==> src/rtl/arbitro_de_funcionalidade.sv <==
// rtl/arbitro_de_funcionalidade.sv - two-requester actuator arbiter with hold time, shared mode and optional autopilot
// Optional feature macro: ARB_PILOTO_AUTO_EN (autopilot takeover when both users present code 111)
`timescale 1ns/1ps
module arbitro_de_funcionalidade #(
    parameter int HOLD_CYCLES = 8
) (
    input  logic       Clock,
    input  logic       Reset_n,
    input  logic       Req0,
    input  logic       Req1,
    input  logic [2:0] User0,
    input  logic [2:0] User1,
    input  logic [2:0] Func0,
    input  logic [2:0] Func1,
    input  logic [1:0] Prio0,
    input  logic [1:0] Prio1,
    output logic       Grant0,
    output logic       Grant1,
    output logic [2:0] FuncOut,
    output logic [2:0] UserOut,
    output logic       Busy,
    output logic       PilotoAuto
);
    typedef enum logic [2:0] {
        IDLE,
        GRANT0,
        GRANT1,
        SHARED
`ifdef ARB_PILOTO_AUTO_EN
        , PILOT
`endif
    } state_t;

    localparam logic [7:0] HOLD_LOAD = 8'(HOLD_CYCLES - 1);

    state_t     state;
    state_t     state_nx;
    state_t     arb_pick;
    logic [7:0] hold_cnt;
    logic       last_win;

    // Fresh arbitration; equal priority goes to whoever did not win last
    always_comb begin
        arb_pick = IDLE;
        if (Req0 && Req1) begin
            if (Func0 == Func1)
                arb_pick = SHARED;
            else if (Prio0 > Prio1)
                arb_pick = GRANT0;
            else if (Prio1 > Prio0)
                arb_pick = GRANT1;
            else
                arb_pick = last_win ? GRANT0 : GRANT1;
        end else if (Req0) begin
            arb_pick = GRANT0;
        end else if (Req1) begin
            arb_pick = GRANT1;
        end
    end

    always_comb begin
        state_nx = state;
        case (state)
            GRANT0: begin
                if (!Req0)
                    state_nx = arb_pick;
                else if (Req1) begin
                    if (Func0 == Func1)
                        state_nx = SHARED;
                    else if (hold_cnt == 8'd0 && Prio1 >= Prio0)
                        state_nx = GRANT1;
                end
            end
            GRANT1: begin
                if (!Req1)
                    state_nx = arb_pick;
                else if (Req0) begin
                    if (Func0 == Func1)
                        state_nx = SHARED;
                    else if (hold_cnt == 8'd0 && Prio0 >= Prio1)
                        state_nx = GRANT0;
                end
            end
            default: state_nx = arb_pick;
        endcase
`ifdef ARB_PILOTO_AUTO_EN
        if (Req0 && Req1 && User0 == 3'b111 && User1 == 3'b111)
            state_nx = PILOT;
`endif
    end

    always_ff @(posedge Clock) begin
        if (!Reset_n) begin
            state    <= IDLE;
            hold_cnt <= 8'd0;
            last_win <= 1'b1;
            Grant0   <= 1'b0;
            Grant1   <= 1'b0;
            FuncOut  <= 3'b000;
            UserOut  <= 3'b000;
            Busy     <= 1'b0;
        end else begin
            state <= state_nx;
            // Hold window restarts only when ownership actually changes
            if (state_nx != state &&
                (state_nx == GRANT0 || state_nx == GRANT1 || state_nx == SHARED))
                hold_cnt <= HOLD_LOAD;
            else if (hold_cnt != 8'd0)
                hold_cnt <= hold_cnt - 8'd1;
            if (state_nx == GRANT0 && state != GRANT0)
                last_win <= 1'b0;
            else if (state_nx == GRANT1 && state != GRANT1)
                last_win <= 1'b1;
            Grant0 <= (state_nx == GRANT0) || (state_nx == SHARED);
            Grant1 <= (state_nx == GRANT1) || (state_nx == SHARED);
            Busy   <= (state_nx != IDLE);
            case (state_nx)
                GRANT0, SHARED: begin
                    FuncOut <= Func0;
                    UserOut <= User0;
                end
                GRANT1: begin
                    FuncOut <= Func1;
                    UserOut <= User1;
                end
`ifdef ARB_PILOTO_AUTO_EN
                PILOT: begin
                    FuncOut <= 3'b101;
                    UserOut <= 3'b111;
                end
`endif
                default: begin
                    FuncOut <= 3'b000;
                    UserOut <= 3'b000;
                end
            endcase
        end
    end

`ifdef ARB_PILOTO_AUTO_EN
    always_ff @(posedge Clock) begin
        if (!Reset_n)
            PilotoAuto <= 1'b0;
        else
            PilotoAuto <= (state_nx == PILOT);
    end
`else
    assign PilotoAuto = 1'b0;
`endif
endmodule

==> config.mk <==
export PLATFORM = sky130hd
export DESIGN_NAME = arbitro_de_funcionalidade
export DESIGN_NICKNAME = d
export VERILOG_FILES = /design/src/rtl/arbitro_de_funcionalidade.sv
export SDC_FILE = /design/constraint.sdc
export NUM_CORES = 1
export LEC_CHECK = 0
export BUFFER_PORTS_ARGS = -buffer_cell sky130_fd_sc_hd__buf_2
export CORE_ASPECT_RATIO = 0.75
export CORE_MARGIN = 2
export CORE_UTILIZATION = 47
export CTS_CLUSTER_DIAMETER = 120
export DETAILED_ROUTE_END_ITERATION = 6
export HOLD_SLACK_MARGIN = 0.05
export PLACE_DENSITY = 0.82
export SKIP_LAST_GASP = 1
export SLEW_MARGIN = 30
export SYNTH_ARGS = -nofsm -noshare
export SYNTH_HDL_FRONTEND = slang
export SYNTH_SLANG_ARGS = --single-unit
==> constraint.sdc <==
create_clock -name Clock -period 2.4 [get_ports Clock]
set_input_delay 0.24 -clock Clock [delete_from_list [all_inputs] [get_ports Clock]]
set_output_delay 0.24 -clock Clock [all_outputs]
set_load 0.01 [all_outputs]
==> out/results.txt, run 1 <==
R2R cell count = 7
Vias/cell = 5.80
Slew @ Worst Pin = 0.698 ns
final wirelength = 3260 microns
clock-pin slew on the worst setup and hold paths = 0.13 ns
period utilization = 101%
Syn. warnings = 0
largest net degree at the start of global routing = 18
Core Area = 2350 sq um
Die X = 62.1 microns
FF-to-FF setup slack = -0.01 ns
FF+latch count, synth = 21
CP endpoint kind = flop
root buffer cell = clkbuf_4
final worst slack = -0.0131 ns
Synth Cell Area = 1190 sq um
total number of vias = 1212
DR WL met3 = 286 microns
Yosys top cell area share = 35.3%
RSZ-0062 raised after global routing = true
met2 WL = 1490 microns
Worst-Skew Late Latency = 0.31 ns
setup TNS = -0.0250 ns
clock skew = 0.0151 ns
area grow syn2layout = 27.0%
first-pass GRT wire length = 4800 microns
dominant cells by area after synthesis = dfxtp_1 35%, xnor2_1 5.9%, o21ai_0 5.0%
Mapped Cells = 136
Crit Path Max Fanout = 8
Post-synth EDFFs = 0
Pleak = 0.627 nW
placed cell count = 200
M1 WL = 1360 microns
Synth area leader = dfxtp_1
Layout Cells excl Fill = 209
Reg-to-Reg End = hold_cnt[7]
vias in the first global route = 1037
share of cells above drive strength 1 = 32.0%
Layout Nets = 200
Seq/Total Area, Yosys = 35.3%
fmax = 414 MHz
syn_area_per_cell = 8.75 sq um
start of the worst register-to-register path = hold_cnt[4]
Top Layer Used = met4
RD Place Congestion = 0.863
predominant post-synthesis flop cell = dfxtp_1
Final Hold Vio Count = 0
leading cell types by count after synthesis = 21 x dfxtp_1, 12 x o21ai_0, 9 x nand2_1
hold depth = 3
Max Cap Violations = 0
Critical Path RT = 2.59 ns
Period minus WS final = 2.41 ns
CTS tree = built
Hold EP = UserOut[1]
Antenna Cells = 0
TritonRoute pass-1 iters = 4
initial antenna violation count = 0
Power Dens Cells = 634 nW/um^2
hold path start = User1[1]
status = finished, violations left
global route total overflow = 0
number of buffers created by CTS = 3
final setup fails = 4
Tot GR Track Use = 21.4%
Worst Hold Class = in2reg
Initial DRC Count = 65
Site Rows = 15
H-tree levels = 1
filler cell count = 194
clock sink total = 21
Initial Utilization = 50.7%
share of synthesized registers carrying an async set or reset = 0%
DRT antenna net count = 0
routed len/inst = 15.6 microns
die area = 2950 sq um
CP startpoint kind = flop
# IOs = 30
Vert. Die Dim = 47.6 microns
critical path arrival = 2.60 ns
Yosys cell types = 40
count leader, synth = dfxtp_1
Final Max Slew Viols = 0
port buffer count = 28
DPL Wire Length = 2310 microns
CTS Hold Bufs = 0
relative slew slack = 53.4%
worst vdd ir = 0.000392 V
DR DRC count = 0
failing checks = setup timing
critical setup path kind = reg2reg
CTS Buffer Depth = 2
## where the power goes
group	internal, mW	switching (mW)	total [mW]
combinational	0.173	0.194	0.367
sequential	0.385	0.0308	0.416
clock	0.0622	0.114	0.176
## what timing repair did
| action | in CTS | in global routing |
|---|---|---|
| buffers inserted | 1 | 4 |
| endpoints found under the setup margin | 8 | 15 |
| pin swaps | 1 | 10 |
| resized for setup | 1 | 7 |
## flip-flops by register name, indices dropped and copies added (netlist names)
signal	flops
state	3
Busy	1
Grant0	1
FuncOut	3
Grant1	1
last_win	1
UserOut	3
hold_cnt	8
## metrics by stage
step	hold WS (ns)	worst slack [ns]	power, mW	cell area, sq um	utilization [%]
final	0.144	-0.0131	0.959	1510	64.4
after global routing	0.137	-0.0800	1.01	1510	64.4
after CTS	0.147	-0.00290	0.923	1450	61.8
after detailed placement	0.477	-0.0373	0.747	1410	60.2
after global placement	0.480	0.0486	0.732	1410	60.2
after floorplan	0.380	0.0109	0.634	1190	-
## worst max-delay path: stages, from the launching register on
cell and delay (ns):
dfxtp_2 0.35, or4_4 0.53, or4b_4 0.55, nor3b_4 0.24, o41ai_4 0.09, buf_4 0.17, o22ai_4 0.28, nor4_1 0.10
## worst max-delay path by stage
stage,from,to,slack (ns),cells past startpoint
2_1_floorplan,hold_cnt[4],FuncOut[2],0.01,8
3_3_place_gp,hold_cnt[4],FuncOut[2],0.05,7
3_5_place_dp,hold_cnt[4],UserOut[2],-0.04,6
4_1_cts,hold_cnt[4],FuncOut[2],-0.003,6
5_1_grt,hold_cnt[4],hold_cnt[7],-0.08,7
6_report,hold_cnt[4],hold_cnt[7],-0.01,7
## final cells by class
cell class                 instances  area (sq um)  area share [%]
multi-input combinational        101           739            48.9
sequential                        21           425            28.1
timing repair buffer              40           243            16.1
tap                               34          42.5            2.81
inverter                           9          33.8            2.24
clock buffer                       3          22.5            1.49
clock inverter                     1          5.00           0.331
## metal layers
layer | GRT usage (%) | vias up
met1 | 26.9 | 548
met3 | 4.94 | 12
met5 | 0 | -
li1 | - | 581
met4 | 11.6 | 0
met2 | 36.1 | 71
## layout by cell type (no fill, tap or decap), types with 2 or more instances in the layout
cell type	count
a21oi_1	8
nor3_1	5
nor4_1	5
buf_4	11
buf_2	28
o21ai_0	12
inv_1	8
o21a_1	4
a211oi_1	2
nor2_1	5
nand2_1	9
nand4_1	7
a31oi_1	3
ha_1	4
conb_1	2
dfxtp_1	19
xnor2_1	8
nand2b_1	3
clkbuf_4	3
nor3b_1	3
## cell families (layout without fill, tap and decap cells)
kind of cell | after synthesis | after routing | share of synthesized area (%)
other | 1 | 2 | 0.315
buffers and inverters | 15 | 53 | 5.36
AND/OR/NAND/NOR | 48 | 48 | 25.2
flip-flops | 21 | 21 | 35.3
adder cells (fa/ha/maj) | 4 | 4 | 4.21
XOR/XNOR | 9 | 9 | 6.62
multiplexers | 1 | 1 | 0.841
AO/OA/AOI/OAI | 37 | 37 | 22.1
Note: power is estimated with default switching activity, not from simulation.
==> inputs of run 2 (changes only) <==
Settings changed: CORE_UTILIZATION 47 to 56, PLACE_DENSITY 0.82 to 0.91.
Clock period 2.4 ns to 2.8 ns, I/O delays scaled along.
==> out/results.txt, run 2 (same netlist as run 1, synthesis figures left out) <==
status = finished clean
total number of vias = 1146 (-5.4%)
Worst Hold Class = in2reg
hold depth = 3 (unchanged)
first-pass GRT wire length = 4370 microns (-8.8%)
CTS tree = built
vias in the first global route = 1021 (-1.5%)
placed cell count = 184 (-8.0%)
Crit Path Max Fanout = 6 (-2)
worst vdd ir = 0.000434 V (+11%)
Initial DRC Count = 70 (+7.7%)
share of cells above drive strength 1 = 25.3% (-6.7 points)
routed len/inst = 15.5 microns (-0.64%)
Most flops, register = hold_cnt
Layout Nets = 191 (-4.5%)
Die X = 57.2 microns (-7.9%)
CP max-delay cell = or4b_1
R2R cell count = 6 (-1)
kind of cell adding the most delay to the critical path = simple AND/OR/NAND/NOR gates
Worst-Skew Late Latency = 0.31 ns (about the same)
most frequent cells in the layout = 28 x buf_2, 21 x dfxtp_1, 12 x o21ai_0, 9 x nand2_1
port buffer count = 28 (unchanged)
die area = 2510 sq um (-15%)
Vias/cell = 6.03 (+4.0%)
Worst path max stage delay = 0.70 ns (+0.15 ns)
Final Max Slew Viols = 0 (unchanged)
RD Place Congestion = 0.870 (+0.72%)
WP buf/inv = 0 (-1)
CP endpoint kind = flop
Pleak = 0.569 nW (-9.2%)
start of the worst register-to-register path = hold_cnt[4]
Final Power = 0.778 mW (-19%)
Crit path depth = 6 (-1)
Period minus WS final = 2.63 ns (+0.216 ns)
CP startpoint kind = flop
TritonRoute pass-1 iters = 5 (+1)
RSZ-0062 raised after global routing = false
clock-pin slew on the worst setup and hold paths = 0.13 ns (about the same)
clock skew = 0.0109 ns (-0.00417 ns)
critical setup path kind = reg2reg
DR DRC count = 0 (unchanged)
filler cell count = 138 (-29%)
Layout Cells excl Fill = 190 (-9.1%)
Critical Path RT = 3.01 ns (+0.42 ns)
Initial Utilization = 59.1% (+8.3 points)
final setup fails = 0 (-4)
Max Cap Violations = 0 (unchanged)
CTS Buffer Depth = 2 (unchanged)
leading cell type in the layout, fill and taps excluded = buf_2
CTS Hold Bufs = 0 (unchanged)
clock sink total = 21 (unchanged)
setup TNS = 0 ns (+0.0250 ns)
area grow syn2layout = 18.3%
initial antenna violation count = 0 (unchanged)
Site Rows = 14 (-1)
largest net degree at the start of global routing = 19 (+1)
Antenna Cells = 0 (unchanged)
Core Area = 2010 sq um (-14%)
root buffer cell = clkbuf_4
CP Cell Sequence = or4_4 > or4b_1 > o31ai_4 > o211ai_1 > nand4_1 > o21ai_0
final wirelength = 2940 microns (-9.7%)
Slew @ Worst Pin = 0.538 ns (-0.160 ns)
DPL Wire Length = 2050 microns (-12%)
global route total overflow = 0 (unchanged)
final core occ = 69.9% (+5.4 points)
Largest register FFs = 8 (unchanged)
fmax = 380 MHz (-8.2%)
Critical Path Source = hold_cnt[4]
H-tree levels = 1 (unchanged)
Tot GR Track Use = 23.0% (+1.6 points)
critical path arrival = 2.84 ns (+0.24 ns)
Final Hold Vio Count = 0 (unchanged)
# IOs = 30 (unchanged)
relative slew slack = 64.0% (+11 points)
number of buffers created by CTS = 3 (unchanged)
hold path start = User1[2]
Vert. Die Dim = 43.9 microns (-7.7%)
Power Dens Cells = 553 nW/um^2 (-13%)
period utilization = 93.9% (-6.6 points)
DRT antenna net count = 0 (unchanged)
-- run 2: metal layers --
| layer | vias to the layer above | track usage [%] | part of all wire [%] | wire length (microns) |
|---|---|---|---|---|
| li1 | 559 | - | - | - |
| met3 | 10 | 6.87 | 8.4 | 248 |
| met1 | 510 | 27.5 | 43 | 1250 |
| met5 | - | 0 | 0 | 0 |
| met2 | 67 | 40.2 | 47 | 1380 |
| met4 | 0 | 6.98 | 2.0 | 58 |
-- run 2: power breakdown --
part           leakage [nW]  switching (mW)  internal (mW)
Sequential            0.173          0.0271          0.329
Clock                0.0139          0.0966         0.0546
Combinational         0.382           0.150          0.121
-- run 2: layout make-up --
class / count / area (sq um) / share of cell area [%]
multi-input combinational: 101 / 718 / 51.0
clock buffer: 3 / 22.5 / 1.60
clock inverter: 1 / 7.51 / 0.533
tap: 24 / 30.0 / 2.13
timing repair buffer: 31 / 175 / 12.4
sequential: 21 / 420 / 29.9
inverter: 9 / 33.8 / 2.40
-- run 2: through the flow --
stage	hold WS, ns	instance area [sq um]	worst slack [ns]
after floorplan	0.420	1190	0.358
after global placement	0.521	1340	0.187
after detailed placement	0.526	1340	0.0863
after CTS	0.184	1370	0.0658
after global routing	0.193	1410	0.0324
final	0.187	1410	0.171
-- run 2: timing repair --
item                       CTS  global route
buffers inserted             0             2
hold endpoints to repair     0             0
setup endpoints to repair    0            14
resized for setup            0             1
-- run 2: worst reg2reg max path: stages, from the launching register on --
cell and delay (ns):
dfxtp_1 0.35, or4_4 0.58, or4b_1 0.70, o31ai_4 0.36, o211ai_1 0.28, nand4_1 0.17
o21ai_0 0.09
-- run 2: worst paths after layout --
| kind | slack [ns] | end |
|---|---|---|
| min | 0.19 | UserOut[2] |
| max reg2reg | 0.17 | UserOut[0] |
| max | 0.17 | UserOut[0] |
| min reg2reg | 0.58 | hold_cnt[5] |
==> inputs of run 3 (changes only) <==
Settings changed: CORE_MARGIN 2 to unset.
==> out/results.txt, run 3 (same netlist as run 1, synthesis figures left out) <==
Vias/cell = 5.91 (-2.1%)
fmax = 376 MHz (-1.1%)
filler cell count = 152 (+10%)
vias in the first global route = 1062 (+4.0%)
kind of cell adding the most delay to the critical path = simple AND/OR/NAND/NOR gates
CP endpoint kind = flop
clock skew = 0.0114 ns (+0.000522 ns)
global route total overflow = 0 (unchanged)
CTS Buffer Depth = 2 (unchanged)
H-tree levels = 1 (unchanged)
Critical Path RT = 2.99 ns (-0.02 ns)
DR DRC count = 0 (unchanged)
critical path arrival = 2.84 ns (about the same)
final core occ = 70.2% (+0.36 points)
worst vdd ir = 0.000585 V (+35%)
Initial DRC Count = 46 (-34%)
die area = 2320 sq um (-7.9%)
area grow syn2layout = 17.9%
Crit Path Max Fanout = 6 (unchanged)
clock sink total = 21 (unchanged)
Slew @ Worst Pin = 0.732 ns (+0.194 ns)
final setup fails = 0 (unchanged)
period utilization = 94.9% (+1.0 points)
DRT antenna net count = 0 (unchanged)
Final Max Slew Viols = 0 (unchanged)
critical setup path kind = reg2reg
Worst-Skew Late Latency = 0.31 ns (about the same)
Crit path depth = 6 (unchanged)
RSZ-0062 raised after global routing = false
Die X = 55.2 microns (-3.5%)
Final Hold Vio Count = 0 (unchanged)
CP max-delay cell = or4b_1
number of buffers created by CTS = 3 (unchanged)
most frequent cells in the layout = 28 x buf_2, 21 x dfxtp_1, 12 x o21ai_0, 9 x nand2_1
Worst path max stage delay = 0.68 ns (-0.02 ns)
CTS tree = built
DPL Wire Length = 2030 microns (-0.86%)
final worst slack = 0.142 ns (-0.0283 ns)
largest net degree at the start of global routing = 19 (unchanged)
Max Cap Violations = 0 (unchanged)
Period minus WS final = 2.66 ns (+0.0283 ns)
CP Cell Sequence = or4_4 > or4b_1 > o31ai_4 > o211ai_1 > nand4_1 > o21ai_0
Site Rows = 14 (unchanged)
R2R cell count = 6 (unchanged)
share of cells above drive strength 1 = 25.7% (+0.45 points)
leading cell type in the layout, fill and taps excluded = buf_2
hold depth = 3 (unchanged)
# IOs = 30 (unchanged)
Tot GR Track Use = 26.2% (+3.2 points)
total number of vias = 1128 (-1.6%)
first-pass GRT wire length = 4740 microns (+8.4%)
status = finished clean
WP buf/inv = 0 (unchanged)
Design Area, Final = 1400 sq um (-0.36%)
Pleak = 0.569 nW (about the same)
Antenna Cells = 0 (unchanged)
root buffer cell = clkbuf_4
Vert. Die Dim = 41.9 microns (-4.6%)
placed cell area = 1340 sq um (unchanged)
CTS Hold Bufs = 0 (unchanged)
port buffer count = 28 (unchanged)
routed len/inst = 14.7 microns (-4.8%)
Most flops, register = hold_cnt
worst slack at placement = 0.0701 ns (-0.0162 ns)
Worst Hold Class = in2reg
Layout Nets = 192 (+0.52%)
final wirelength = 2820 microns (-4.3%)
hold slack = 0.187 ns (-0.000274 ns)
clock-pin slew on the worst setup and hold paths = 0.13 ns (about the same)
TritonRoute pass-1 iters = 4 (-1)
Core Area = 2000 sq um (-0.87%)
Initial Utilization = 59.6% (+0.52 points)
CP startpoint kind = flop
relative slew slack = 51.0% (-13 points)
Power Dens Cells = 551 nW/um^2 (-0.26%)
setup TNS = 0 ns (unchanged)
initial antenna violation count = 0 (unchanged)
Largest register FFs = 8 (unchanged)
RD Place Congestion = 0.850 (-2.3%)
==> run 3: cell count changes in the layout (fill, tap and decap cells not counted), sizes merged <==
cell	previous run	this run
buf	31	32
==> run 3: stage by stage <==
step | cells | total power [mW]
floorplan | 137 | 0.543
global placement | 184 | 0.594
detailed placement | 184 | 0.607
CTS | 188 | 0.757
global route | 191 | 0.810
finish | 191 | 0.773
==> run 3: routing by layer <==
layer,up-vias,track usage (%),share of wire [%]
met5,-,0,0
met4,0,10.5,1.6
met1,520,33.7,46
li1,560,-,-
met3,8,7.48,5.5
met2,40,41.7,47
==> run 3: where the power goes <==
part	switching (mW)	leakage, nW	internal, mW
clock	0.0974	0.0139	0.0546
combinational	0.148	0.381	0.118
sequential	0.0263	0.173	0.329
==> run 3: timing repair <==
item,4_1_cts,5_1_grt
setup endpoints to repair,0,15
gates resized for setup,0,1
setup buffers,0,3
==> run 3: layout make-up <==
type                            count  area [sq um]  area share, %
Clock buffer                        3          22.5           1.61
Clock inverter                      1          7.51          0.535
Inverter                            9          33.8           2.41
Multi-Input combinational cell    101           718           51.2
Sequential cell                    21           420           30.0
Tap cell                           24          30.0           2.14
Timing Repair Buffer               32           170           12.1
==> run 3: worst reg2reg max path, cell delays in order (launching register included) <==
cell,delay (ns)
dfxtp_1,0.36
or4_4,0.58
or4b_1,0.68
o31ai_4,0.35
o211ai_1,0.29
nand4_1,0.18
o21ai_0,0.09
==> run 3: path summary, 6_finish.rpt <==
kind / start / to / slack [ns]
max: hold_cnt[4] / FuncOut[0] / 0.14
min: User1[1] / UserOut[1] / 0.19
max reg2reg: hold_cnt[4] / FuncOut[0] / 0.14
min reg2reg: hold_cnt[5] / hold_cnt[5] / 0.56
